$ cat src/rtl/ctrl_pkg.sv
// Shared encodings for the multi-cycle controller: states, ALU ops,
// R-type func codes and error codes.
package ctrl_pkg;

    typedef enum logic [2:0] {
        S_FETCH    = 3'd0,
        S_WAIT_MEM = 3'd1,
        S_DECODE   = 3'd2,
        S_EXEC     = 3'd3,
        S_WB       = 3'd4,
        S_HALT     = 3'd5
    } state_t;

    localparam logic [2:0] ALU_AND  = 3'b000;
    localparam logic [2:0] ALU_OR   = 3'b001;
    localparam logic [2:0] ALU_XOR  = 3'b010;
    localparam logic [2:0] ALU_NOR  = 3'b011;
    localparam logic [2:0] ALU_ADD  = 3'b100;
    localparam logic [2:0] ALU_SUB  = 3'b101;
    localparam logic [2:0] ALU_SLT  = 3'b110;
    localparam logic [2:0] ALU_SLLV = 3'b111;

    localparam logic [5:0] OP_RTYPE  = 6'b000000;
    localparam logic [5:0] FN_AND    = 6'b100100;
    localparam logic [5:0] FN_OR     = 6'b100101;
    localparam logic [5:0] FN_XOR    = 6'b100110;
    localparam logic [5:0] FN_NOR    = 6'b100111;
    localparam logic [5:0] FN_ADD    = 6'b100000;
    localparam logic [5:0] FN_SUB    = 6'b100010;
    localparam logic [5:0] FN_SLT    = 6'b101010;
    localparam logic [5:0] FN_SLLV   = 6'b000100;

    localparam logic [1:0] ERR_NONE     = 2'b00;
    localparam logic [1:0] ERR_ILLEGAL  = 2'b01;
    localparam logic [1:0] ERR_TIMEOUT  = 2'b10;
    localparam logic [1:0] ERR_OVERFLOW = 2'b11;

endpackage

$ cat src/rtl/ctrl_decode.sv
// Combinational instruction decode: op/func to ALU operation plus
// an illegal-instruction flag.
module ctrl_decode
    import ctrl_pkg::*;
(
    input  logic [5:0] op,
    input  logic [5:0] func,
    output logic [2:0] alu_op,
    output logic       illegal
);

    always_comb begin
        alu_op  = ALU_AND;
        illegal = 1'b0;
        unique case (func)
            FN_AND:  alu_op = ALU_AND;
            FN_OR:   alu_op = ALU_OR;
            FN_XOR:  alu_op = ALU_XOR;
            FN_NOR:  alu_op = ALU_NOR;
            FN_ADD:  alu_op = ALU_ADD;
            FN_SUB:  alu_op = ALU_SUB;
            FN_SLT:  alu_op = ALU_SLT;
            FN_SLLV: alu_op = ALU_SLLV;
            default: illegal = 1'b1;
        endcase
        if (op != OP_RTYPE) begin
            illegal = 1'b1;
        end
    end

endmodule

$ cat src/rtl/multicycle_ctrl.sv
// Multi-cycle CPU sequencer: FETCH, WAIT_MEM, DECODE, EXEC, WB, HALT.
// Optional single-step gating of FETCH with macro CTRL_STEP_EN.
module multicycle_ctrl
    import ctrl_pkg::*;
#(
    parameter int CNT_W       = 32,
    parameter int MEM_TIMEOUT = 15
) (
    input  logic             CLK,
    input  logic             RST,
`ifdef CTRL_STEP_EN
    input  logic             STEP,
`endif
    output logic             IMEM_REQ,
    input  logic             IMEM_RDY,
    input  logic [31:0]      INST,
    output logic [31:0]      IR,
    output logic             PC_WE,
    output logic             REG_WE,
    output logic [2:0]       ALU_OP,
    input  logic             ALU_OF,
    output logic             HALTED,
    output logic [1:0]       ERR,
    output logic [CNT_W-1:0] RETIRED,
    output logic [2:0]       STATE
);

    localparam logic [7:0] TMO_LAST = 8'(MEM_TIMEOUT - 1);

    state_t     state;
    state_t     state_d;
    logic [7:0] tcnt;
    logic [7:0] tcnt_d;
    logic [1:0] err_d;
    logic       ir_ld;
    logic       op_ld;
    logic       retire;
    logic       go;
    logic       is_arith;
    logic [2:0] dec_op;
    logic       dec_ill;

`ifdef CTRL_STEP_EN
    assign go = STEP;
`else
    assign go = 1'b1;
`endif

    ctrl_decode u_decode (
        .op      (IR[5:0]),
        .func    (IR[31:26]),
        .alu_op  (dec_op),
        .illegal (dec_ill)
    );

    assign is_arith = (ALU_OP == ALU_ADD) || (ALU_OP == ALU_SUB);

    always_comb begin
        state_d = state;
        err_d   = ERR;
        tcnt_d  = '0;
        ir_ld   = 1'b0;
        op_ld   = 1'b0;
        retire  = 1'b0;
        unique case (state)
            S_FETCH: begin
                if (go) state_d = S_WAIT_MEM;
            end
            S_WAIT_MEM: begin
                // Data arriving on the timeout cycle still wins
                if (IMEM_RDY) begin
                    ir_ld   = 1'b1;
                    state_d = S_DECODE;
                end else if (tcnt == TMO_LAST) begin
                    err_d   = ERR_TIMEOUT;
                    state_d = S_HALT;
                end else begin
                    tcnt_d = tcnt + 8'd1;
                end
            end
            S_DECODE: begin
                if (dec_ill) begin
                    err_d   = ERR_ILLEGAL;
                    state_d = S_HALT;
                end else begin
                    op_ld   = 1'b1;
                    state_d = S_EXEC;
                end
            end
            S_EXEC: begin
                if (is_arith && ALU_OF) begin
                    err_d   = ERR_OVERFLOW;
                    state_d = S_HALT;
                end else begin
                    state_d = S_WB;
                end
            end
            S_WB: begin
                retire  = 1'b1;
                state_d = S_FETCH;
            end
            S_HALT: begin
                state_d = S_HALT;
            end
            default: state_d = S_FETCH;
        endcase
    end

    always_ff @(posedge CLK or posedge RST) begin
        if (RST) begin
            state    <= S_FETCH;
            tcnt     <= '0;
            IR       <= '0;
            IMEM_REQ <= 1'b0;
            ALU_OP   <= ALU_AND;
            ERR      <= ERR_NONE;
            RETIRED  <= '0;
        end else begin
            state    <= state_d;
            tcnt     <= tcnt_d;
            IMEM_REQ <= (state_d == S_WAIT_MEM);
            ERR      <= err_d;
            if (ir_ld)  IR      <= INST;
            if (op_ld)  ALU_OP  <= dec_op;
            if (retire) RETIRED <= RETIRED + CNT_W'(1);
        end
    end

    // Pulses derive from state so an async reset cancels them at once
    assign PC_WE  = (state == S_WB);
    assign REG_WE = (state == S_WB);
    assign HALTED = (state == S_HALT);
    assign STATE  = state;

endmodule
$ cat config.mk
export PLATFORM = sky130hd
export DESIGN_NAME = multicycle_ctrl
export DESIGN_NICKNAME = d
export VERILOG_FILES = /design/src/rtl/ctrl_pkg.sv /design/src/rtl/ctrl_decode.sv /design/src/rtl/multicycle_ctrl.sv
export SDC_FILE = /design/constraint.sdc
export NUM_CORES = 1
export LEC_CHECK = 0
export ABC_CLOCK_PERIOD_IN_PS = 4800
export CORE_MARGIN = 1
export CORE_UTILIZATION = 52
export CTS_BUF_LIST = sky130_fd_sc_hd__clkbuf_8
export DETAILED_ROUTE_END_ITERATION = 12
export GPL_TIMING_DRIVEN = 1
export PLACE_DENSITY_LB_ADDON = 0.12
export RECOVER_POWER = 100
export SYNTH_ARGS = -nofsm -noshare
export SYNTH_HDL_FRONTEND = slang
export SYNTH_HIERARCHICAL = 1
export SYNTH_SLANG_ARGS = --single-unit
$ cat constraint.sdc
create_clock -name CLK -period 4.8 [get_ports CLK]
set_input_delay 0.48 -clock CLK [delete_from_list [all_inputs] [get_ports CLK]]
set_output_delay 0.48 -clock CLK [all_outputs]
set_load 0.03 [all_outputs]
==> summary.txt <==
Status
  – Run status: complete, but fails checks
  – Violated checks: design-rule violations, max-capacitance violations, max-slew violations

Setup path
  – Arrival time worst endpoint: about 2.5 ns
  – Reg2reg path depth: 5
  – Required time of the critical path: 4.32 ns
  – Slowest stage cell on the critical path: dlygate4sd3_1
  – Worst R2R End: RETIRED[29]
  – Type of origin of the critical path: flip-flop
  – Highest fanout seen on the critical path: 10
  – Classification of the worst setup path: flip-flop to output port
  – Start of the worst register-to-register path: STATE[2]
  – Worst R2R Setup Slack: 1.92 ns
  – Critical Path, Cell by Cell: nor3b_1 > dlygate4sd3_1
  – Setup crit end kind: output port
  – Crit-path max cell delay: ~0.86 ns

Placement
  – Placed insts: around 470
  – Number of port buffers: 111
  – Post-detailed-placement half-perimeter wirelength: roughly 5300 microns
  – Worst slack after detailed placement: approximately 2.6 ns
  – Gpl congestion: 0.7950
  – Cell area after placement: roughly 0.0047 sq mm

Clock network
  – Worst-path clk slew: 0.07 ns
  – CTS H-Tree Depth: 3
  – Clock tree sinks: ~80
  – Max Buffers Root-to-Sink: 2
  – # hold bufs at CTS: 0
  – Post-CTS setup buffer count: 0
  – Post-cts sizing count: 0
  – CTS tree: done
  – Number of CTS-inserted buffers: 9
  – Clock Tree Root: clkbuf_8
  – Clock latency reported for the late side of the worst-skew pair: between 0.3 and 0.4 ns

Drt
  – Vias after detailed routing: around 2600
  – Number of iterations in the first detailed-routing pass: 8
  – Post-detailed-route DRC marker count: 4
  – Routed length per placed instance: ~15 microns
  – Total wire length after detailed routing: approximately 7400 microns
  – Initial DRC Count: 110
  – Antenna-violating nets left: 0
  – Via density per instance: around 5.3

Finish
  – Total non-filler cell area in the finished layout: about 0.0049 sq mm
  – Fin cells: 481
  – Layout Area Growth over Synthesis: 37.94%
  – Layout filler cell count: between 400 and 500
  – Post-layout net count: 438
  – Area occupied by registers: 0.002027 sq mm
  – Area of the multi-input gates: 0.001389 sq mm
  – Layout cells sized above 1: 0.1436
  – Antenna diodes: 0

Yosys
  – EDFF count, synth: 0
  – Flip-flop cell with the highest count after synthesis: dfrtp_1
  – Top cell types by occurrence after synthesis: dfrtp_1 (81), mux2_2 (37), xnor2_1 (27), nor2_1 (24), nand2_1 (18)
  – Post-synthesis cell type with the largest combined area: dfrtp_1
  – Fraction of registers with async set or reset after synthesis: 1.000
  – Number of standard cells after synthesis: around 280
  – Post-Synthesis Net Count: approximately 320
  – Unique cell type count in the Yosys netlist: 46
  – Sequential element share of the synthesized area: 0.5755
  – Biggest area contributors in the synthesized netlist: dfrtp_1 (58%), mux2_2 (12%), xnor2_1 (6.7%), nor2_1 (2.6%), xor2_1 (2.5%)
  – Post-synthesis average cell area: 12.45 sq um
  – Area share of the largest cell type after synthesis: 0.5755
  – Cell with the most instances after synthesis: dfrtp_1
  – Yosys synthesis warning count: 6
  – Area of the mapped netlist: ~0.0035 sq mm
  – Flip-flop and latch count after synthesis: 81

STA
  – Final worst-path cycle share: 0.6278
  – Final hold slack: around 0.47 ns
  – Transition time of the tightest slew-check pin: ~1.9 ns
  – Fmax achieved: 331.8 MHz
  – Worst Setup Slack, final: ~1.8 ns
  – Headroom to the max-slew limit: -0.2824
  – Number of hold violations in the final report: 0
  – Final Critical Period: between 3 and 4 ns
  – Unrepaired setup endpoints after global routing: no
  – Number of slew-limit violations in the final report: 80
  – Largest clock skew in the final design: 0.01602 ns
  – Sum Neg Setup Slack: 0 ns
  – Setup violators final: 0

Die
  – Starting density of the core: 0.5453
  – Die outline area: 0.007106 sq mm
  – Vertical extent of the die: approximately 84 microns
  – Core Box Area: about 0.0065 sq mm
  – X dimension of the die: ~84 microns
  – FP Rows: 29
  – I/O pin cnt: between 100 and 150

GRT
  – Wire length of the first global-routing pass: about 12000 microns
  – Antenna violations before repair: 0
  – Total global-route track usage: 0.2196
  – Via count of the first global-routing pass: between 2000 and 3000
  – Gr ovfl total: 0
  – Largest net degree at the start of global routing: between 40 and 50

Hold path
  – Hold depth: 1
  – Startpoint of the worst hold path: RETIRED[31]
  – Class of the most critical hold timing path: flip-flop to flip-flop
  – Hold path endpoint: RETIRED[31]

Power
  – Cell leakage power: 2.161 nW
  – Worst vdd ir: between 400 and 500 uV
  – Total power divided by cell area: roughly 550 mW/mm^2

Run
  – Max-cap violations: 2
==> placed cells by master (no fill, tap or decap), types with 2 or more instances in the layout <==
| cell | count |
|---|---|
| nor3_1 | 6 |
| nand2b_1 | 2 |
| xor2_1 | 10 |
| nand4_1 | 8 |
| dfrtp_1 | 81 |
| nand3_1 | 16 |
| ha_1 | 3 |
| nor2_1 | 25 |
| nor3b_1 | 2 |
| and3_1 | 4 |
| clkbuf_8 | 10 |
| inv_1 | 8 |
| xnor2_1 | 27 |
| a211oi_1 | 5 |
| clkdlybuf4s50_1 | 34 |
| dlygate4sd3_1 | 77 |
| nand2_1 | 18 |
| mux2_2 | 37 |
==> state kept, by name, indices dropped and copies added (netlist names) <==
| signal | count |
|---|---|
| ALU_OP | 3 |
| RETIRED | 32 |
| IMEM_REQ | 1 |
| tcnt | 8 |
| STATE | 3 |
| ERR | 2 |
| IR | 32 |
==> worst max-delay path, delay by kind of cell (launching register included) <==
kind                   cells  cell delay (ns)
DFF                        1             0.52
and+or+nand+nor            1             0.82
buffers and inverters      1             0.86
==> metrics by stage <==
step | power, mW | utilization
after floorplan | 1.772 | -
after global placement | 2.244 | 0.7294
after detailed placement | 2.268 | 0.7294
after CTS | 2.770 | 0.7598
after global routing | 2.797 | 0.7522
final | 2.660 | 0.7522
==> worst max path at each step <==
| stage | from | endpoint | slack (ns) |
|---|---|---|---|
| final | STATE[2] | REG_WE | 1.79 |
| after global routing | STATE[2] | REG_WE | 1.59 |
| after CTS | STATE[2] | REG_WE | 2.20 |
| after detailed placement | STATE[2] | REG_WE | 2.58 |
| after global placement | STATE[2] | REG_WE | 2.65 |
| after floorplan | RST | ALU_OP[0] | 2.24 |
==> final cells by class <==
| cell class | instances | share of cell area |
|---|---|---|
| multi-input combinational | 187 | 0.2859 |
| inverter | 7 | 0.005666 |
| clock inverter | 6 | 0.01210 |
| timing repair buffer | 113 | 0.2310 |
| clock buffer | 10 | 0.02833 |
| tap | 77 | 0.01983 |
| sequential | 81 | 0.4172 |
==> power by group <==
part,internal (mW),switching [mW],leakage [nW]
Clock,0.252,0.241,0.105
Combinational,0.493,0.642,1.01
Sequential,0.864,0.169,1.04
Total,1.61,1.05,2.16
==> per-layer routing <==
metal	share of wire	GRT usage
met1	0.43	0.2659
met2	0.47	0.3525
met3	0.081	0.08358
met4	0.016	0.09561
met5	0	0
==> kinds of logic after synthesis <==
group	Yosys count	share of synthesized area
buffers and inverters	15	0.01918
adders and majority gates	3	0.01066
xor gates and xnor gates	37	0.09201
DFF	81	0.5755
and+or+nand+nor	95	0.1513
AOI/OAI and AO/OA	15	0.03304
muxes	37	0.1183
Note: power is estimated with default switching activity, not from simulation.
